<file path="src/rtl/alu_result_stage.sv">
// ALU result stage: byte-merges each ALU result, queues it in a small FIFO for
// register-file writeback and maintains the architectural Z/N/C/V/E flags.
module alu_result_stage #(
  parameter int DATA_WIDTH = 16,
  parameter int DEST_WIDTH = 4,
  parameter int DEPTH      = 2
) (
  input  logic                     Clock,
  input  logic                     Reset,
  input  logic                     InValid,
  output logic                     InReady,
  input  logic [DATA_WIDTH-1:0]    ResultIn,
  input  logic                     CarryIn,
  input  logic                     OverflowIn,
  input  logic                     EqualIn,
  input  logic [DATA_WIDTH-1:0]    OldIn,
  input  logic [1:0]               ByteMode,
  input  logic [DEST_WIDTH-1:0]    DestIn,
  input  logic                     WriteFlags,
  input  logic                     Flush,
  output logic                     WbValid,
  input  logic                     WbReady,
  output logic [DATA_WIDTH-1:0]    WbData,
  output logic [DEST_WIDTH-1:0]    WbDest,
  output logic                     FlagZ,
  output logic                     FlagN,
  output logic                     FlagC,
  output logic                     FlagV,
  output logic                     FlagE,
  output logic [$clog2(DEPTH):0]   Count
);

  localparam int AW   = $clog2(DEPTH);
  localparam int CW   = AW + 1;
  localparam int HALF = DATA_WIDTH / 2;

  logic [CW-1:0]         r_wrPtr;
  logic [CW-1:0]         r_rdPtr;
  logic [DATA_WIDTH-1:0] r_memData [DEPTH];
  logic [DEST_WIDTH-1:0] r_memDest [DEPTH];
  logic                  r_flagZ;
  logic                  r_flagN;
  logic                  r_flagC;
  logic                  r_flagV;
  logic                  r_flagE;

  logic [CW-1:0]         w_count;
  logic                  w_empty;
  logic                  w_full;
  logic                  w_push;
  logic                  w_pop;
  logic [AW-1:0]         w_wrIdx;
  logic [AW-1:0]         w_rdIdx;
  logic [DATA_WIDTH-1:0] w_merged;

  // Pointers carry one extra wrap bit so full and empty differ when indices match.
  assign w_count = r_wrPtr - r_rdPtr;
  assign w_empty = (r_wrPtr == r_rdPtr);
  assign w_full  = (w_count == CW'(DEPTH));
  assign w_wrIdx = r_wrPtr[AW-1:0];
  assign w_rdIdx = r_rdPtr[AW-1:0];

  // InReady looks only at occupancy, so a pop never frees a slot on the same edge.
  assign w_push = InValid & ~w_full & ~Flush;
  assign w_pop  = ~w_empty & WbReady & ~Flush;

  always_comb begin
    w_merged = ResultIn;
    case (ByteMode)
      2'b01:   w_merged = {OldIn[DATA_WIDTH-1:HALF], ResultIn[HALF-1:0]};
      2'b10:   w_merged = {ResultIn[DATA_WIDTH-1:HALF], OldIn[HALF-1:0]};
      default: w_merged = ResultIn;
    endcase
  end

  always_ff @(posedge Clock or posedge Reset) begin
    if (Reset) begin
      r_wrPtr <= '0;
      r_rdPtr <= '0;
    end else if (Flush) begin
      r_wrPtr <= '0;
      r_rdPtr <= '0;
    end else begin
      if (w_push) begin
        r_wrPtr <= r_wrPtr + CW'(1);
      end
      if (w_pop) begin
        r_rdPtr <= r_rdPtr + CW'(1);
      end
    end
  end

  always_ff @(posedge Clock or posedge Reset) begin
    if (Reset) begin
      for (int i = 0; i < DEPTH; i++) begin
        r_memData[i] <= '0;
        r_memDest[i] <= '0;
      end
    end else if (w_push) begin
      r_memData[w_wrIdx] <= w_merged;
      r_memDest[w_wrIdx] <= DestIn;
    end
  end

  // Flags are taken from the merged value at accept time, so they follow issue order.
  always_ff @(posedge Clock or posedge Reset) begin
    if (Reset) begin
      r_flagZ <= 1'b0;
      r_flagN <= 1'b0;
      r_flagC <= 1'b0;
      r_flagV <= 1'b0;
      r_flagE <= 1'b0;
    end else if (w_push && WriteFlags) begin
      r_flagZ <= (w_merged == '0);
      r_flagN <= w_merged[DATA_WIDTH-1];
      r_flagC <= CarryIn;
      r_flagV <= OverflowIn;
      r_flagE <= EqualIn;
    end
  end

  assign InReady = ~w_full;
  assign WbValid = ~w_empty;
  assign WbData  = w_empty ? '0 : r_memData[w_rdIdx];
  assign WbDest  = w_empty ? '0 : r_memDest[w_rdIdx];
  assign Count   = w_count;
  assign FlagZ   = r_flagZ;
  assign FlagN   = r_flagN;
  assign FlagC   = r_flagC;
  assign FlagV   = r_flagV;
  assign FlagE   = r_flagE;

endmodule

</file>
<file path="config.mk">
export PLATFORM = sky130hd
export DESIGN_NAME = alu_result_stage
export DESIGN_NICKNAME = d
export VERILOG_FILES = /design/src/rtl/alu_result_stage.sv
export SDC_FILE = /design/constraint.sdc
export NUM_CORES = 1
export LEC_CHECK = 0
export CORE_UTILIZATION = 37
export CTS_CLUSTER_DIAMETER = 150
export DETAILED_ROUTE_END_ITERATION = 6
export PLACE_DENSITY = 0.66
export RECOVER_POWER = 25
export SLEW_MARGIN = 0
export SYNTH_ARGS = -nofsm -noshare
export SYNTH_HDL_FRONTEND = slang
export SYNTH_SLANG_ARGS = --single-unit
</file>
<file path="constraint.sdc">
create_clock -name Clock -period 3.69 [get_ports Clock]
set_input_delay 0.738 -clock Clock [delete_from_list [all_inputs] [get_ports Clock]]
set_output_delay 0.738 -clock Clock [all_outputs]
set_load 0.005 [all_outputs]
</file>
==> results of run 1 <==
[cell type report]
type	count	area (sq um)	area share
clock buffers	7	76.3	0.0227
clock inverters	1	7.51	0.00223
inverters	8	30.0	0.00894
multi-input cells	176	1130	0.336
flip-flops and latches	49	1230	0.365
well taps	77	96.3	0.0287
repair buffers	81	796	0.237
[synth_stat cells (4+ instances only)]
library cell,n
a21oi_1,18
a22oi_1,18
clkbuf_1,9
dfrtp_1,49
inv_1,8
mux2_2,11
mux2i_1,20
nand2_1,21
nor2_1,42
nor4_1,8
o21ai_0,17
xnor2_1,4
[per-stage QoR]
| step | total power [mW] | hold WS [ns] | worst slack, ns |
|---|---|---|---|
| final | 2.41 | 0.483 | 0.555 |
| after floorplan | 1.51 | 0.450 | 1.41 |
| after CTS | 2.45 | 0.489 | 0.559 |
| after global placement | 2.11 | 0.461 | 0.946 |
| after detailed placement | 2.14 | 0.470 | 0.895 |
| after global routing | 2.61 | 0.509 | 0.409 |
[layer usage]
metal	global-route usage	wire length, um	share of wire	vias to the layer above
met3	0.0326	241	0.043	6
met4	0.0539	72	0.013	0
met1	0.230	2590	0.46	979
met2	0.279	2670	0.48	63
met5	0	0	0	-
li1	-	-	-	1010
[logic make-up (layout without fill, tap and decap cells)]
group                    count (synthesis)  in the layout  synth area share
AND/OR/NAND/NOR                         76             76             0.129
AO/OA/AOI/OAI                           59             59             0.158
flip-flops                              49             49             0.499
multiplexers                            31             31             0.132
buffers and inverters                   23             97            0.0417
XOR/XNOR                                 7              7            0.0249
adder cells (fa/ha/maj)                  3              3            0.0153
[placed cells by master, fill, tap and decap left out]
cell type,instances
xnor2_1,4
buf_4,6
mux2i_1,20
ha_1,3
o2111ai_2,1
inv_1,8
clkinvlp_4,1
xor2_1,3
clkbuf_8,5
clkbuf_1,2
nand2_1,21
clkdlybuf4s50_1,73
o2111a_1,1
a211oi_1,1
nor2b_1,3
a2111oi_4,1
o211ai_1,1
nor2_1,42
a21oi_1,18
or2_2,2
dlygate4sd3_1,2
a22oi_1,18
o21ai_0,17
dfrtp_1,49
a31o_2,1
mux2_2,11
nor4_1,8
[tightest hold or removal path, delay by kind of cell, from the launching register on]
| family | cells | cell delay (ns) |
|---|---|---|
| flip-flops | 1 | 0.35 |
| AO/OA/AOI/OAI | 1 | 0.06 |
| AND/OR/NAND/NOR | 1 | 0.05 |
[worst max-delay path by stage]
stage | endpoint | start | cells past startpoint
finish | WbData[8] | r_wrPtr[0] | 7
global route | WbData[9] | r_wrPtr[0] | 7
floorplan | WbData[0] | r_wrPtr[0] | 6
detailed placement | WbData[8] | r_wrPtr[0] | 7
global placement | WbData[8] | r_wrPtr[0] | 7
CTS | WbData[8] | r_wrPtr[0] | 7
[state kept, by name, indices dropped and copies added, names as in the netlist]
| register | cells |
|---|---|
| FlagC | 1 |
| FlagE | 1 |
| FlagN | 1 |
| FlagV | 1 |
| FlagZ | 1 |
| r_memData | 32 |
| r_memDest | 8 |
| r_rdPtr | 2 |
| r_wrPtr | 2 |
[power by group through the flow]
stage,Clock (mW),Combinational [mW],Sequential [mW]
floorplan,0,0.650,0.860
global placement,0,1.23,0.878
detailed placement,0,1.25,0.887
CTS,0.318,1.26,0.875
global route,0.342,1.37,0.904
finish,0.300,1.23,0.873
==> results.json, run 1 <==
{
  "outcome": "finished with violations",
  "violations": "capacitance limit, slew limit",
  "maxSlewHeadroom": -0.226,
  "finalSetupTns_ns": 0,
  "route.detailed.drc": 0,
  "power_frac_seq": 0.363,
  "path_buf_inv": 4,
  "peakVddDrop_uv": 426,
  "required_ns": 2.95,
  "cpPeakStageDelay_ns": 0.52,
  "crit_chain": "inv_1 > ha_1 > inv_1 > nor2_1 > buf_4 > nor2_1 > clkdlybuf4s50_1",
  "synth-seq-cells": 49,
  "fin_cells": 399,
  "netlist_top_cells_area": "dfrtp_1 50%, mux2i_1 8.1%, nor2_1 6.4%",
  "cts_resized": 0,
  "worstMarginPinSlew_ns": 1.84,
  "crit_path_top_delay_cell": "clkdlybuf4s50_1",
  "cts_sinks": 49,
  "skew_ns": 0.00752,
  "die_area_sq_um": 6970,
  "worst_r2r_path_depth": 6,
  "dieWidth_um": 83.5,
  "path_delay_family": "buffers and inverters",
  "fill_cells": 600,
  "fmax_mhz": 319,
  "avgSynthCellArea_sq_um": 9.91,
  "synthFlopType": "dfrtp_1",
  "crit_arrival_ns": 2.40,
  "drt_iter0_drc": 86,
  "via_count": 2058,
  "ios": 76,
  "overflow": 0,
  "p_leak_nw": 1.38,
  "ys_warn_count": 0,
  "cts_buffer_depth": 2,
  "ff2ff_setup_slack_ns": 1.40,
  "r2r-end": "r_memData[28]",
  "worst_hold_startpoint": "r_memData[13]",
  "fin_util": 0.526,
  "holdPathStages": 2,
  "syn2layout_area_growth_pct": 36.8,
  "cts.htree.levels": 2,
  "hold_path.class": "reg2reg",
  "grt_pass1_wl_um": 9560,
  "post-route-period-util": 0.850,
  "die-height_um": 83.5,
  "n_antenna_cell": 0,
  "synth_top_area_share": 0.499,
  "final_nets": 371,
  "grt_max_degree": 50,
  "dp.final_hpwl_um": 4130,
  "ctsHoldBuffers": 0,
  "switching_share": 0.339,
  "cts_root_buf": "clkbuf_8",
  "fin_area_sq_um": 3360,
  "worstSetupEndpointType": "primary output",
  "combinationalPowerShare": 0.512,
  "min_to": "r_memData[13]",
  "antenna_found_initial": 0,
  "hold_violations": 0,
  "crit_type": "reg2out",
  "r2r-start": "r_wrPtr[0]",
  "row_count": 29,
  "internal_power_mw": 1.59,
  "drv_cap": 1,
  "syn_nets": 298,
  "switchingPower_mw": 0.816,
  "clock_latency_ns": 0.29,
  "track_usage": 0.171,
  "cp_max_fo": 10,
  "dpl.cell_count": 391,
  "rsz0062_at_grt": "no",
  "path_clk_slew_ns": 0.08,
  "start_util": 0.385,
  "yosysTopAreaCell": "dfrtp_1",
  "globalplace.congestion": 0.782,
  "placed_area_sq_um": 3280,
  "startpoint_type": "flip-flop",
  "synth_cell_types": 25,
  "via_per_inst": 5.16,
  "min_period_ns": 3.14,
  "pwr_density_cell_nw_per_um2": 716,
  "dr.pass1.iters": 4,
  "ant_nets": 0,
  "grt_pass1_vias": 2086,
  "synthCells": 248,
  "yosysSeqAreaShare": 0.499,
  "portBuffers": 75,
  "routed_wl_um": 5570,
  "avgRoutedWirePerCell_um": 14.0,
  "synth.cell_area_sq_um": 2460,
  "clkPwrFrac": 0.125,
  "synth_edf_count": 0,
  "synth-async-reset-ratio": 1.00,
  "setup_violations": 0,
  "drv_slew": 50,
  "coreArea_sq_um": 6390,
  "cts_buffers": 5,
  "cts_setup_buffers": 0,
  "cts_tree": "built",
  "drive_gt1_frac": 0.0870
}
No activity file was read; power rests on OpenSTA's default activity.
==> run 2, diff against run 1 <==
--- a/config.mk
+++ b/config.mk
@@ -8,7 +8,7 @@
 export CORE_UTILIZATION = 37
 export CTS_CLUSTER_DIAMETER = 150
 export DETAILED_ROUTE_END_ITERATION = 6
-export PLACE_DENSITY = 0.66
+export PLACE_DENSITY = 0.68
 export RECOVER_POWER = 25
 export SLEW_MARGIN = 0
 export SYNTH_ARGS = -nofsm -noshare
==> constraint.sdc (replaced) <==
create_clock -name Clock -period 2.52 [get_ports Clock]
set_input_delay 0.504 -clock Clock [delete_from_list [all_inputs] [get_ports Clock]]
set_output_delay 0.504 -clock Clock [all_outputs]
set_load 0.005 [all_outputs]
==> results.json, run 2 (same netlist as run 1, synthesis figures left out) <==
{
  "drive_gt1_frac": 0.125,
  "drv_slew": 0,
  "fmax_mhz": 412,
  "placed_area_sq_um": 3330,
  "switching_share": 0.348,
  "power_frac_seq": 0.352,
  "final_cell_mix": "64 x clkdlybuf4s50_1, 49 x dfrtp_1, 39 x nor2_1",
  "crit_arrival_ns": 1.92,
  "n_antenna_cell": 0,
  "grt_pass1_vias": 2081,
  "crit_chain": "inv_2 > ha_4 > inv_2 > nor2_4 > buf_6 > nor2_2 > clkdlybuf4s50_1",
  "die_area_sq_um": 6970,
  "globalplace.congestion": 0.747,
  "peakVddDrop_uv": 1040,
  "cts_sinks": 49,
  "startpoint_type": "flip-flop",
  "overflow": 0,
  "ctsHoldBuffers": 0,
  "portBuffers": 75,
  "crit_type": "reg2out",
  "cts_tree": "built",
  "start_util": 0.385,
  "switchingPower_mw": 1.27,
  "p_leak_nw": 1.55,
  "maxSlewHeadroom": 0.351,
  "worstSetupEndpointType": "primary output",
  "syn2layout_area_growth_pct": 41.0,
  "dr.pass1.iters": 5,
  "antenna_found_initial": 0,
  "mostFrequentLayoutCell": "clkdlybuf4s50_1",
  "via_count": 2061,
  "top_register": "r_memData",
  "worstMarginPinSlew_ns": 0.973,
  "cts_buffer_depth": 2,
  "grt_pass1_wl_um": 9660,
  "grt_max_degree": 33,
  "cts_buffers": 5,
  "rsz0062_at_grt": "no",
  "combinationalPowerShare": 0.527,
  "outcome": "finished, final reports clean",
  "die-height_um": 83.5,
  "final_nets": 377,
  "post-route-period-util": 0.964,
  "drt_iter0_drc": 91,
  "finalSetupTns_ns": 0,
  "coreArea_sq_um": 6390,
  "ant_nets": 0,
  "via_per_inst": 5.09,
  "avgRoutedWirePerCell_um": 14.0,
  "cpPeakStageDelay_ns": 0.51,
  "routed_wl_um": 5660,
  "path_buf_inv": 4,
  "ff2ff_setup_slack_ns": 0.50,
  "clock_latency_ns": 0.30,
  "dp.final_hpwl_um": 4100,
  "min_period_ns": 2.43,
  "internal_power_mw": 2.38,
  "skew_ns": 0.00875,
  "route.detailed.drc": 0,
  "cts_setup_buffers": 0,
  "clkPwrFrac": 0.122,
  "pwr_density_cell_nw_per_um2": 1050,
  "track_usage": 0.173,
  "drv_cap": 0,
  "path_delay_family": "buffers and inverters",
  "largest_reg_flops": 32,
  "ios": 76,
  "fin_area_sq_um": 3460,
  "hold_path.class": "reg2reg",
  "cts_root_buf": "clkbuf_8",
  "required_ns": 2.02,
  "cts.htree.levels": 2,
  "reg.largest.list": "r_memData x32, r_memDest x8",
  "crit_path_top_delay_cell": "clkdlybuf4s50_1",
  "holdWs_ns": 0.483,
  "path_clk_slew_ns": 0.09,
  "hold_violations": 0,
  "row_count": 29,
  "crit_top_cell": "inv_2",
  "cp_max_fo": 7,
  "setup_violations": 0,
  "dieWidth_um": 83.5
}
-- run 2: final timing paths --
check                              startpoint       endpoint  cells past startpoint
max in group asynchronous               Reset  r_memData[11]                      3
worst min-delay path            r_memData[11]  r_memData[11]                      2
worst max-delay path               r_wrPtr[0]      WbData[4]                      7
min in group asynchronous               Reset  r_memData[19]                      2
worst max register to register     r_wrPtr[1]  r_memData[18]                      6
worst min register to register  r_memData[11]  r_memData[11]                      2
-- run 2: cell type report --
type	count	area, sq um
Multi-Input combinational cell	176	1160
Clock inverter	1	7.51
Clock buffer	7	76.3
Tap cell	77	96.3
Sequential cell	49	1230
Fill cell	602	2920
Timing Repair Buffer	87	867
Inverter	8	30.0
-- run 2: through the flow --
| step | total power [mW] | util | setup slack, ns | std cells |
|---|---|---|---|---|
| floorplan | 2.21 | - | 0.475 | 248 |
| global placement | 3.13 | 0.521 | 0.235 | 396 |
| detailed placement | 3.16 | 0.521 | 0.204 | 396 |
| CTS | 3.73 | 0.540 | 0.0307 | 405 |
| global route | 3.93 | 0.543 | 0.0107 | 405 |
| finish | 3.65 | 0.543 | 0.0918 | 405 |
-- run 2: power groups by stage --
stage	sequential, mW	combinational (mW)	clock, mW
floorplan	1.26	0.951	0
global placement	1.28	1.85	0
detailed placement	1.29	1.87	0
CTS	1.28	1.99	0.461
global route	1.32	2.12	0.490
finish	1.28	1.92	0.443
-- run 2: worst reg2reg max path, cell delays in order (launching register included) --
cell and delay [ns]:
dfrtp_1 0.44, xor2_2 0.22, buf_4 0.18, a2111oi_4 0.49, buf_4 0.41, nor2_1 0.08, a21oi_1 0.14
-- run 2: repair_timing --
action | 4_1_cts | 5_1_grt
pin swaps | 0 | 1
gates resized for setup | 11 | 11
cloned | 1 | 0
endpoints found under the hold margin | 0 | 0
endpoints found under the setup margin | 20 | 19
-- run 2: metal layers --
| metal | GRT usage | part of all wire | up-vias |
|---|---|---|---|
| met2 | 0.278 | 0.48 | 56 |
| met5 | 0 | 0 | - |
| met1 | 0.237 | 0.47 | 976 |
| met3 | 0.0317 | 0.041 | 4 |
| met4 | 0.0570 | 0.011 | 0 |
| li1 | - | - | 1025 |
